==> src/rtl/usb_fifo_pkg.sv <==
// Shared defaults and helpers for the USB packet FIFO.
// The pointer width is derived from the entry count so ports and internals agree.
package usb_fifo_pkg;

  localparam int DEFAULT_DATA_W = 8;
  localparam int DEFAULT_DEPTH  = 64;

  function automatic int calc_aw(input int depth);
    return $clog2(depth);
  endfunction

endpackage

==> src/rtl/fifo_mem.sv <==
// Storage for the packet FIFO: one synchronous write port and one asynchronous read port.
// Contents carry no reset; the top masks read data whenever nothing is committed.
module fifo_mem
  import usb_fifo_pkg::*;
#(
  parameter int DATA_W = DEFAULT_DATA_W,
  parameter int DEPTH  = DEFAULT_DEPTH,
  parameter int AW     = calc_aw(DEFAULT_DEPTH)
) (
  input  logic              clk,
  input  logic              we,
  input  logic [AW-1:0]     waddr,
  input  logic [DATA_W-1:0] wdata,
  input  logic [AW-1:0]     raddr,
  output logic [DATA_W-1:0] rdata
);

  logic [DATA_W-1:0] mem [DEPTH];

  always_ff @(posedge clk) begin
    if (we) mem[waddr] <= wdata;
  end

  assign rdata = mem[raddr];

endmodule

==> src/rtl/usb_packet_fifo.sv <==
// Packet FIFO with a commit pointer: written words stay invisible to the reader
// until committed, and can be rolled back as a whole with discard.
module usb_packet_fifo
  import usb_fifo_pkg::*;
#(
  parameter  int DATA_W = DEFAULT_DATA_W,
  parameter  int DEPTH  = DEFAULT_DEPTH,
  localparam int AW     = calc_aw(DEPTH)
) (
  input  logic              clk,
  input  logic              n_rst,
  input  logic              clear,
  input  logic              wr_en,
  input  logic [DATA_W-1:0] wr_data,
  input  logic              commit,
  input  logic              discard,
  input  logic              rd_en,
  output logic [DATA_W-1:0] rd_data,
  output logic              empty,
  output logic              full,
  output logic [AW:0]       occupancy,
  output logic [AW:0]       total_count,
  output logic              overflow,
  output logic              underflow
);

  // Handshake: a write is taken when wr_en is high and there is room (or a read
  // frees a slot the same edge); a read is taken when rd_en is high and a
  // committed word exists. Requests that are not taken change nothing but the
  // sticky overflow/underflow flags.
  logic [AW:0]       rptr, cptr, wptr;
  logic [AW:0]       rptr_next, cptr_next, wptr_next;
  logic              rd_acc, wr_acc;
  logic              ovf_set, unf_set;
  logic [DATA_W-1:0] mem_rdata;

  assign occupancy   = cptr - rptr;
  assign total_count = wptr - rptr;
  assign empty       = (cptr == rptr);
  assign full        = (total_count == (AW+1)'(DEPTH));

  assign rd_acc  = rd_en && !empty;
  assign wr_acc  = wr_en && (!full || rd_acc) && !discard && !clear;
  assign ovf_set = wr_en && full && !rd_acc && !discard;
  assign unf_set = rd_en && empty;

  always_comb begin
    rptr_next = rptr + (AW+1)'(rd_acc);
    wptr_next = wptr + (AW+1)'(wr_acc);
    cptr_next = cptr;
    // Discard beats commit: uncommitted words vanish and the commit point holds.
    if (discard) begin
      wptr_next = cptr;
    end else if (commit) begin
      cptr_next = wptr_next;
    end
  end

  always_ff @(posedge clk or negedge n_rst) begin
    if (!n_rst) begin
      rptr      <= '0;
      cptr      <= '0;
      wptr      <= '0;
      overflow  <= 1'b0;
      underflow <= 1'b0;
    end else if (clear) begin
      rptr      <= '0;
      cptr      <= '0;
      wptr      <= '0;
      overflow  <= 1'b0;
      underflow <= 1'b0;
    end else begin
      rptr      <= rptr_next;
      cptr      <= cptr_next;
      wptr      <= wptr_next;
      overflow  <= overflow  | ovf_set;
      underflow <= underflow | unf_set;
    end
  end

  fifo_mem #(
    .DATA_W (DATA_W),
    .DEPTH  (DEPTH),
    .AW     (AW)
  ) u_mem (
    .clk   (clk),
    .we    (wr_acc),
    .waddr (wptr[AW-1:0]),
    .wdata (wr_data),
    .raddr (rptr[AW-1:0]),
    .rdata (mem_rdata)
  );

  assign rd_data = empty ? '0 : mem_rdata;

endmodule
==> config.mk <==
export PLATFORM = sky130hd
export DESIGN_NAME = usb_packet_fifo
export DESIGN_NICKNAME = d
export VERILOG_FILES = /design/src/rtl/usb_fifo_pkg.sv /design/src/rtl/fifo_mem.sv /design/src/rtl/usb_packet_fifo.sv
export SDC_FILE = /design/constraint.sdc
export NUM_CORES = 1
export LEC_CHECK = 0
export ABC_CLOCK_PERIOD_IN_PS = 3600
export BUFFER_PORTS_ARGS = -buffer_cell sky130_fd_sc_hd__buf_4
export CORE_MARGIN = 4
export CORE_UTILIZATION = 50
export CTS_BUF_LIST = sky130_fd_sc_hd__clkbuf_8 sky130_fd_sc_hd__clkbuf_16
export CTS_CLUSTER_SIZE = 16
export DETAILED_ROUTE_END_ITERATION = 10
export GPL_TIMING_DRIVEN = 0
export PLACE_DENSITY = 0.75
export SYNTH_ARGS = -nofsm -noshare
export SYNTH_HDL_FRONTEND = slang
export SYNTH_SLANG_ARGS = --single-unit
==> constraint.sdc <==
create_clock -name clk -period 3.6 [get_ports clk]
set_input_delay 0.54 -clock clk [delete_from_list [all_inputs] [get_ports clk]]
set_output_delay 0.54 -clock clk [all_outputs]
set_load 0.01 [all_outputs]
==> flow_metrics.env, run 1 <==
export IMPL_outcome="finished, violations left"
export IMPL_violations="negative setup slack"
export IMPL_gr_total_overflow=0
export IMPL_power_per_cell_area_mw_per_mm2=531
export IMPL_grt_setup_unrepaired="true"
export IMPL_grt_pass1_wl_mm=76.3
export IMPL_path_max_fanout=7
export IMPL_grt_pass1_vias=11800
export IMPL_antenna_found_initial=0
export IMPL_cp_cell_sequence="buf_6, clkinvlp_4, ha_4, nand2_2, or4_4, buf_12, nand3_4, o221ai_2, o211a_1, buf_4"
export IMPL_crit_path_start_kind="flop"
export IMPL_synth_cell_types=50
export IMPL_fin_crit_sh=1.02
export IMPL_synth_area_leaders="edfxtp_1 70%, mux4_2 12%, mux2i_1 2.7%"
export IMPL_post_route_drc_count=0
export IMPL_grt_usage=0.219
export IMPL_clockPowerShare=0.377
export IMPL_cpMaxStageDelayCell="or4_4"
export IMPL_die_y_um=217
export IMPL_rows=76
export IMPL_layoutNonFillerInstCount=1920
export IMPL_cts_reportedPaths_clkPinSlew_ns=0.06
export IMPL_cpPeakStageDelay_ns=0.53
export IMPL_power_share_sequential=0.490
export IMPL_syn_area_mm2=0.0218
export IMPL_ioPinCount=41
export IMPL_dpl_cell_count=1784
export IMPL_synthCells=1145
export IMPL_max_freq_mhz=271
export IMPL_finalSetupViolCount=4
export IMPL_worst_slew_pin_slew_ns=1.23
export IMPL_routed_via_density=6.20
export IMPL_cp_arrival_ns=3.15
export IMPL_fill_cells=2964
export IMPL_final_antenna_net_count=0
export IMPL_finalClockSkew_ns=0.0144
export IMPL_crit_type="reg -> out"
export IMPL_synth_flop_cell="edfxtp_1"
export IMPL_synth_nets=1178
export IMPL_worst_hold_path_type="in -> reg"
export IMPL_finalPower_uw=14000
export IMPL_regToRegSetupSlack_ns=0.01
export IMPL_yosysWarnings=0
export IMPL_relSlewSlack=0.182
export IMPL_clock_latency_ns=0.60
export IMPL_synth_edf_count=512
export IMPL_power_frac_comb=0.133
export IMPL_cts_tree="built"
export IMPL_grt_start_max_net_pins=65
export IMPL_power_switching_uw=3280
export IMPL_final_hold_viol_count=0
export IMPL_period_needed_ns=3.69
export IMPL_async_flop_share=0.0430
export IMPL_critPathRequiredTime_ns=3.06
export IMPL_cts_made_buffers=52
export IMPL_cts_root_buffer="clkbuf_16"
export IMPL_wl_per_cell_um=27.2
export IMPL_power_leakage_uw=0.00841
export IMPL_htree_levels=2
export IMPL_via_count=11900
export IMPL_yosysTopAreaCellShare=0.704
export IMPL_p_int_uw=10700
export IMPL_cts_max_path_buffers=3
export IMPL_core_area_mm2=0.0432
export IMPL_drive_gt1_frac=0.354
export IMPL_p_sw_frac=0.235
export IMPL_peakVddDrop_mv=0.441
export IMPL_slew_viol_final=0
export IMPL_setup_ws_ns=-0.0876
export IMPL_numPortBuffers=40
export IMPL_die_w_um=217
export IMPL_cts_sinks=535
export IMPL_dp_hpwl_mm=33.3
export IMPL_first_pass_iters=5
export IMPL_syn_to_final_growth_pct=20.3
export IMPL_gp_congestion=0.936
export IMPL_ys_seq_area_frac=0.730
export IMPL_final_nets=1326
export IMPL_drt_iter0_drc=1374
export IMPL_n_antenna_cell=0
export IMPL_start_util=0.506
export IMPL_max_cap_viol_count=0
export IMPL_ys_seq_elements=535
export IMPL_die_area_mm2=0.0471
export IMPL_routed_wl_mm=52.1
export IMPL_avgSynthCellArea_um2=19.1
export IMPL_end_kind="primary output"
export IMPL_netlist_top_cell_by_area="edfxtp_1"
-- cells in the final DEF, fill, tap and decap left out, types with 7 or more instances in the layout --
cell type	synthesis	routed
edfxtp_1	512	512
mux4_2	114	114
buf_4	4	88
mux2i_1	59	56
clkbuf_16	0	56
nand2_1	51	49
nor3_4	0	48
nor2_1	31	27
o21ai_0	35	24
inv_1	15	23
clkbuf_1	35	18
dfrtp_1	23	18
buf_6	3	15
a21oi_1	20	13
o22ai_1	14	12
nor2b_1	10	10
buf_2	16	10
clkinv_2	0	10
xor2_1	10	9
xnor2_1	10	9
nor3_2	19	9
clkbuf_2	1	9
nor4_2	1	8
o21ai_1	0	8
ha_1	16	8
buf_12	4	7
a22oi_1	7	7
ha_4	0	7
-- power groups by stage --
| stage | Combinational [uW] | Clock, uW | Sequential, uW |
|---|---|---|---|
| finish | 1850 | 5270 | 6840 |
| global route | 1960 | 5590 | 6840 |
| CTS | 1700 | 5320 | 6840 |
| detailed placement | 1530 | 0 | 6970 |
| global placement | 1510 | 0 | 6970 |
| floorplan | 990 | 0 | 6970 |
-- layout make-up --
cell class | count | area, um2 | area share
tap | 585 | 732 | 0.0278
sequential | 535 | 16000 | 0.607
inverter | 16 | 91.3 | 0.00347
clock inverter | 39 | 272 | 0.0103
clock buffer | 57 | 1390 | 0.0530
multi-input combinational | 528 | 6550 | 0.249
timing repair buffer | 97 | 763 | 0.0290
buffer | 63 | 529 | 0.0201
-- synthesized netlist by cell type (all sizes together) (15+ instances only) --
master  number
nand2       51
dfrtp       23
o21ai       35
edfxtp     512
buf         30
mux4       114
ha          16
mux2i       59
nor3        63
clkbuf      36
a21oi       21
inv         15
a221oi      16
nor2        32
-- logic make-up after synthesis --
kind of cell / synth area share
fa+ha+maj: 0.0110
compound gates: 0.0392
buf+inv: 0.0203
mux: 0.145
xor+xnor: 0.00802
simple gates: 0.0468
flops: 0.730
-- path summary, 6_finish.rpt --
kind                           start          to  cells past startpoint
min reg2reg                underflow   underflow                      2
min in group asynchronous      n_rst    overflow                      2
max reg2reg                  rptr[1]     cptr[6]                     19
max                          rptr[1]  rd_data[4]                     10
max in group asynchronous      n_rst     rptr[0]                      2
min                            rd_en   underflow                      3
-- worst max-delay path, delay by kind of cell, from the launching register on --
family / cells / cell delay (ns)
AOI/OAI and AO/OA: 2 / 0.52
adders and majority gates: 1 / 0.30
buffers and inverters: 4 / 0.62
DFF: 1 / 0.37
and+or+nand+nor: 3 / 0.75
-- stage by stage --
stage	util	worst slack (ns)	hold slack, ns	setup TNS (ns)	area, um2
floorplan	-	0.0338	0.244	0	21800
global placement	0.530	-1.23	0.446	-261.37	22900
detailed placement	0.534	-0.738	0.451	-166.74	23100
CTS	0.595	-0.0899	0.183	-0.382	25700
global route	0.609	-0.171	0.191	-1.32	26300
finish	0.609	-0.0876	0.208	-0.235	26300
-- sequential cells by signal, summed over array words and instances, names as in the netlist --
| name | flops |
|---|---|
| cptr | 7 |
| overflow | 1 |
| rptr | 7 |
| u_mem.mem | 512 |
| underflow | 1 |
| wptr | 7 |
-- per-layer routing --
metal	global-route usage	vias to the layer above	wire length (um)
met5	0	-	0
met4	0.0562	0	1270
met3	0.0390	92	4390
met2	0.362	593	26400
met1	0.308	6204	20000
li1	-	5011	-
-- timing repair --
action	4_1_cts	5_1_grt
setup buffers	19	23
hold endpoints to repair	23	0
resized for setup	168	97
pin swaps	20	20
hold buffers	1	0
gates cloned	0	0
endpoints found under the setup margin	495	318
(Power assumes the default switching activity.)
==> inputs of run 2 (changes only) <==
--- a/config.mk
+++ b/config.mk
@@ -7,7 +7,7 @@
 export LEC_CHECK = 0
 export ABC_CLOCK_PERIOD_IN_PS = 3600
 export BUFFER_PORTS_ARGS = -buffer_cell sky130_fd_sc_hd__buf_4
-export CORE_MARGIN = 4
+export CORE_MARGIN = 8
 export CORE_UTILIZATION = 50
 export CTS_BUF_LIST = sky130_fd_sc_hd__clkbuf_8 sky130_fd_sc_hd__clkbuf_16
 export CTS_CLUSTER_SIZE = 16
@@ -16,4 +16,5 @@
 export PLACE_DENSITY = 0.75
 export SYNTH_ARGS = -nofsm -noshare
 export SYNTH_HDL_FRONTEND = slang
+export SYNTH_HIERARCHICAL = 1
 export SYNTH_SLANG_ARGS = --single-unit
==> run 2 against run 1 <==
Net effect:
- the run still ends with negative setup slack left
- sequential power is essentially flat
- combinational power rose by 11%
- clock power up 2%
- utilization grew 1.1 points
- final cell count down 0.31%
- non-clock buffer count up 5
- global-route usage decreased by 0.53 points
- first-iteration DRC count is 3.1% higher
- routed wire length grew 7.5%
- power grew 2.2%
- count of clock-buffer cells in the layout is 4 lower
==> flow_metrics.env, run 2 <==
export IMPL_outcome="finished, violations left"
export IMPL_violations="negative setup slack"
export IMPL_grt_setup_unrepaired="true"
export IMPL_post_route_drc_count=0
export IMPL_hold_start="clear"
export IMPL_numPortBuffers=40
export IMPL_p_int_uw=10900
export IMPL_synth_nets=1160
export IMPL_drt_iter0_drc=1416
export IMPL_ioPinCount=41
export IMPL_die_w_um=224
export IMPL_dpl_cell_area_mm2=0.0227
export IMPL_cts_tree="built"
export IMPL_max_freq_mhz=267
export IMPL_regMostFlops="u_mem/mem"
export IMPL_period_needed_ns=3.75
export IMPL_yosys_top_cells_count="512 x edfxtp_1, 126 x mux4_2, 113 x nor2_1, 30 x nor2b_1"
export IMPL_die_area_mm2=0.0503
export IMPL_yosysWarnings=6
export IMPL_clockPowerShare=0.376
export IMPL_p_sw_frac=0.233
export IMPL_power_per_cell_area_mw_per_mm2=536
export IMPL_final_antenna_net_count=0
export IMPL_gp_congestion=0.895
export IMPL_start_util=0.505
export IMPL_antenna_found_initial=0
export IMPL_crit_type="reg -> out"
export IMPL_ys_seq_elements=535
export IMPL_hold_slack_ns=0.165
export IMPL_fin_crit_sh=1.04
export IMPL_htree_levels=2
export IMPL_n_antenna_cell=0
export IMPL_cp_arrival_ns=3.21
export IMPL_cts_sinks=535
export IMPL_final_common_cell="edfxtp_1"
export IMPL_syn_area_mm2=0.0217
export IMPL_fill_cells=2807
export IMPL_power_switching_uw=3320
export IMPL_grt_start_max_net_pins=65
export IMPL_crit_path_start_kind="flop"
export IMPL_clock_latency_ns=0.59
export IMPL_power_leakage_uw=0.00837
export IMPL_syn_to_final_growth_pct=22.8
export IMPL_via_count=12100
export IMPL_synth_edf_count=512
export IMPL_finalSetupViolCount=19
export IMPL_synth_area_leaders="edfxtp_1 71%, mux4_2 13%, dfrtp_1 2.7%"
export IMPL_peakVddDrop_mv=0.455
export IMPL_first_pass_iters=5
export IMPL_yosysTopAreaCellShare=0.708
export IMPL_power_frac_comb=0.144
export IMPL_max_cap_viol_count=0
export IMPL_gr_total_overflow=0
export IMPL_routed_via_density=6.32
export IMPL_setup_ws_ns=-0.151
export IMPL_cts_max_path_buffers=3
export IMPL_wl_per_cell_um=29.3
export IMPL_end_kind="primary output"
export IMPL_final_cell_area_mm2=0.0266
export IMPL_power_share_sequential=0.480
export IMPL_cts_reportedPaths_clkPinSlew_ns=0.06
export IMPL_worst_slew_pin_slew_ns=1.01
export IMPL_final_nets=1323
export IMPL_startpoint="rptr[0]"
export IMPL_rows=76
export IMPL_dp_slack_ns=-1.05
export IMPL_final_hold_viol_count=0
export IMPL_rr_startpoint="rptr[0]"
export IMPL_final_cell_mix="512 x edfxtp_1, 126 x mux4_2, 85 x buf_4"
export IMPL_slew_viol_final=0
export IMPL_grt_usage=0.214
export IMPL_core_area_mm2=0.0430
export IMPL_synth_most_common_cell="edfxtp_1"
export IMPL_dp_hpwl_mm=33.1
export IMPL_routed_wl_mm=56.1
export IMPL_worst_hold_path_type="in -> reg"
export IMPL_cts_made_buffers=52
export IMPL_avgSynthCellArea_um2=19.3
export IMPL_die_y_um=224
export IMPL_grt_pass1_wl_mm=79.2
export IMPL_ys_seq_area_frac=0.735
export IMPL_netlist_top_cell_by_area="edfxtp_1"
export IMPL_synth_flop_cell="edfxtp_1"
export IMPL_fin_tns_setup_ns=-1.24
export IMPL_synthCells=1127
export IMPL_cts_root_buffer="clkbuf_16"
export IMPL_finalClockSkew_ns=0.0140
export IMPL_critPathRequiredTime_ns=3.06
export IMPL_relSlewSlack=0.324
export IMPL_largest_reg_flops=512
export IMPL_async_flop_share=0.0430
export IMPL_path_max_fanout=5
export IMPL_drive_gt1_frac=0.390
export IMPL_grt_pass1_vias=11900
export IMPL_synth_cell_types=57
## run 2: changes by cell type in the layout (fill, tap and decap cells not counted), sizes merged, moves of 9 or more
cell,previous run,this run
buf,126,139
mux2i,59,25
mux2,0,13
clkbuf,89,78
a221oi,16,7
nand2,51,25
mux4,114,126
o21ai,35,9
nand3,8,22
nor2b,10,30
nor3,63,11
nor2,32,113
## run 2: logic make-up (layout without fill, tap and decap cells)
kind of cell | Yosys count | after routing | synth area share
simple gates | 231 | 231 | 0.0496
compound gates | 91 | 91 | 0.0308
mux | 164 | 164 | 0.149
fa+ha+maj | 18 | 18 | 0.0111
buf+inv | 73 | 275 | 0.0184
xor+xnor | 15 | 15 | 0.00605
flops | 535 | 535 | 0.735
## run 2: metrics by stage
step           total power (uW)  utilization  instances
2_1_floorplan              7950            -       1127
3_3_place_gp               8500        0.529       1752
3_5_place_dp               8530        0.529       1753
4_1_cts                   14100        0.597       1877
5_1_grt                   14600        0.620       1914
6_report                  14300        0.620       1914
## run 2: metal layers
layer / vias up / GRT usage / wire length [um] / part of all wire
met2: 726 / 0.339 / 27100 / 0.48
met5: - / 0 / 0 / 0
li1: 4921 / - / - / -
met1: 6300 / 0.286 / 21200 / 0.38
met4: 0 / 0.0895 / 2570 / 0.046
met3: 159 / 0.0459 / 5200 / 0.093
## run 2: cell type report
class / count / area [um2] / share of cell area
sequential: 535 / 16000 / 0.599
buffer: 55 / 616 / 0.0231
inverter: 17 / 63.8 / 0.00239
clock inverter: 40 / 340 / 0.0128
multi-input combinational: 519 / 6460 / 0.243
timing repair buffer: 110 / 1150 / 0.0431
tap: 585 / 732 / 0.0275
clock buffer: 53 / 1330 / 0.0498
## run 2: power groups by stage
| stage | clock (uW) | combinational, uW | sequential (uW) |
|---|---|---|---|
| after floorplan | 0 | 971 | 6980 |
| after global placement | 0 | 1520 | 6980 |
| after detailed placement | 0 | 1540 | 6980 |
| after CTS | 5430 | 1780 | 6850 |
| after global routing | 5660 | 2140 | 6850 |
| final | 5370 | 2050 | 6850 |
## run 2: worst paths after layout
kind                       depth (start not counted)  slack [ns]    endpoint
max in group asynchronous                          2        2.95     rptr[0]
min reg2reg                                        2        0.49    overflow
min in group asynchronous                          2        0.38     cptr[6]
max reg2reg                                       17       -0.07     wptr[4]
min                                                2        0.17     rptr[0]
max                                               10       -0.15  rd_data[4]
## run 2: critical path: stages, from the launching register on
cell and delay (ns):
dfrtp_2 0.40, buf_12 0.13, buf_16 0.14, buf_4 0.12, mux4_2 0.50, mux2_4 0.30
o221a_4 0.27, nor3_4 0.30, o32ai_2 0.12, nor2b_4 0.17, buf_6 0.15
## run 2: repair_timing
item,4_1_cts,5_1_grt
setup buffers,30,34
hold buffers,1,0
hold endpoints to repair,23,0
pin swaps,13,41
endpoints found under the setup margin,533,476
cloned,0,4
resized for setup,261,91
==> inputs of run 3 (changes only) <==
--- a/config.mk
+++ b/config.mk
@@ -12,7 +12,9 @@
 export CTS_BUF_LIST = sky130_fd_sc_hd__clkbuf_8 sky130_fd_sc_hd__clkbuf_16
 export CTS_CLUSTER_SIZE = 16
 export DETAILED_ROUTE_END_ITERATION = 10
+export GPL_ROUTABILITY_DRIVEN = 0
 export GPL_TIMING_DRIVEN = 0
+export MAX_ROUTING_LAYER = met4
 export PLACE_DENSITY = 0.75
 export SYNTH_ARGS = -nofsm -noshare
 export SYNTH_HDL_FRONTEND = slang
==> run 3 against run 2 <==
Net effect:
- the run still ends with negative setup slack left
- clock power about the same
- first-iteration DRC count increased by 27%
- critical path depth unchanged
- power increased by 0.26%
- register-to-register slack got worse by 0.06 ns
- utilization increased by 0.11 points
- hold slack improved by 0.014 ns
- die area unchanged
- sequential share of layout area decreased by 0.10 points
- sequential power about the same
- sequential cell count unchanged
- largest cell class unchanged
==> flow_metrics.env, run 3 (synthesized netlist as in run 2, its figures left out) <==
export IMPL_worst_hold_path_type="in -> reg"
export IMPL_relSlewSlack=0.347
export IMPL_crit_type="reg -> out"
export IMPL_violations="negative setup slack"
export IMPL_regToRegSetupSlack_ns=-0.13
export IMPL_layoutNonFillerInstCount=1920
export IMPL_via_count=12300
export IMPL_max_freq_mhz=265
export IMPL_rows=76
export IMPL_clock_latency_ns=0.59
export IMPL_end_kind="primary output"
export IMPL_htree_levels=2
export IMPL_regMostFlops="u_mem/mem"
export IMPL_die_y_um=224
export IMPL_antenna_found_initial=0
export IMPL_finalSetupViolCount=28
export IMPL_routed_wl_mm=57.6
export IMPL_fill_cells=2815
export IMPL_cts_tree="built"
export IMPL_final_nets=1329
export IMPL_die_area_mm2=0.0503
export IMPL_max_cap_viol_count=0
export IMPL_core_area_mm2=0.0430
export IMPL_setup_ws_ns=-0.172
export IMPL_finalClockSkew_ns=0.0118
export IMPL_cts_root_buffer="clkbuf_16"
export IMPL_slew_viol_final=0
export IMPL_numPortBuffers=40
export IMPL_gr_total_overflow=0
export IMPL_ioPinCount=41
export IMPL_grt_pass1_vias=11900
export IMPL_grt_start_max_net_pins=65
export IMPL_critPathRequiredTime_ns=3.06
export IMPL_largest_reg_flops=512
export IMPL_post_route_drc_count=0
export IMPL_n_antenna_cell=0
export IMPL_grt_setup_unrepaired="true"
export IMPL_final_antenna_net_count=0
export IMPL_grt_usage=0.220
export IMPL_syn_to_final_growth_pct=23.0
export IMPL_power_per_cell_area_mw_per_mm2=536
export IMPL_peakVddDrop_mv=0.454
export IMPL_final_common_cell="edfxtp_1"
export IMPL_cts_sinks=535
export IMPL_period_needed_ns=3.77
export IMPL_power_leakage_uw=0.00839
export IMPL_drt_iter0_drc=1800
export IMPL_hold_slack_ns=0.180
export IMPL_dpl_cell_count=1753
export IMPL_fin_crit_sh=1.05
export IMPL_dp_slack_ns=-1.05
export IMPL_outcome="finished, violations left"
export IMPL_worst_slew_pin_slew_ns=0.976
export IMPL_path_max_fanout=5
export IMPL_start_util=0.505
export IMPL_drive_gt1_frac=0.391
export IMPL_cts_reportedPaths_clkPinSlew_ns=0.06
export IMPL_die_w_um=224
export IMPL_cts_made_buffers=52
export IMPL_wl_per_cell_um=30.0
export IMPL_grt_pass1_wl_mm=79.1
export IMPL_finalPower_uw=14300
export IMPL_final_cell_mix="512 x edfxtp_1, 126 x mux4_2, 93 x buf_4"
export IMPL_crit_path_start_kind="flop"
export IMPL_cp_arrival_ns=3.23
export IMPL_final_hold_viol_count=0
export IMPL_first_pass_iters=6
export IMPL_dp_hpwl_mm=33.1
export IMPL_cts_max_path_buffers=3
export IMPL_routed_via_density=6.39
==> run 3: cell count changes in the layout (fill, tap and decap cells not counted), sizes merged <==
cell  change
buf       +6
==> run 3: metal layers <==
metal  wire length, um  up-vias  part of all wire  GRT usage
li1                  -     4919                 -          -
met1             21300     6372              0.37      0.286
met2             27600      781              0.48      0.335
met3              5700      190             0.099     0.0472
met4              2970        0             0.052     0.0969
met5                 0        -                 0          -
==> run 3: final timing paths <==
path	from	endpoint	cells past startpoint
worst max-delay path	rptr[0]	rd_data[3]	10
worst min-delay path	clear	rptr[0]	2
worst max register to register	rptr[0]	wptr[4]	17
worst min register to register	overflow	overflow	2
max in group asynchronous	n_rst	rptr[0]	2
min in group asynchronous	n_rst	cptr[6]	2
==> run 3: metrics by stage <==
step / TNS (ns) / instance area (um2) / utilization
6_report: -1.63 / 26700 / 0.621
5_1_grt: -5.11 / 26700 / 0.621
4_1_cts: -0.299 / 25700 / 0.597
3_5_place_dp: -397.73 / 22700 / 0.529
3_3_place_gp: -367.98 / 22700 / 0.529
2_1_floorplan: 0 / 21700 / -
==> run 3: worst max-delay path, cell delays in order (launching register included) <==
cell	delay (ns)
dfrtp_2	0.43
buf_12	0.15
buf_16	0.14
buf_16	0.15
buf_4	0.13
mux4_2	0.43
nor2b_1	0.17
a2111oi_2	0.56
o41ai_1	0.15
nor2b_4	0.16
buf_4	0.17
==> run 3: power by group <==
group          internal (uW)  leakage [uW]  switching [uW]  total (uW)
Combinational           1030       0.00264            1040        2080
Sequential              6830       0.00491            17.6        6850
Clock                   3090      0.000847            2290        5380
Total                  11000       0.00839            3350       14300
==> run 3: final cells by class <==
cell class / count / area [um2] / area share
inverter: 17 / 63.8 / 0.00239
tap: 585 / 732 / 0.0274
multi-input combinational: 519 / 6470 / 0.242
clock inverter: 40 / 340 / 0.0127
buffer: 55 / 619 / 0.0232
sequential: 535 / 16000 / 0.598
clock buffer: 53 / 1330 / 0.0497
timing repair buffer: 116 / 1190 / 0.0444
==> run 3: repair_timing <==
| action | CTS | global route |
|---|---|---|
| setup buffers | 30 | 40 |
| endpoints found under the hold margin | 23 | 0 |
| hold buffers | 1 | 0 |
| cloned | 0 | 4 |
| endpoints found under the setup margin | 533 | 476 |
| pin swaps | 13 | 41 |
| gates resized for setup | 261 | 89 |
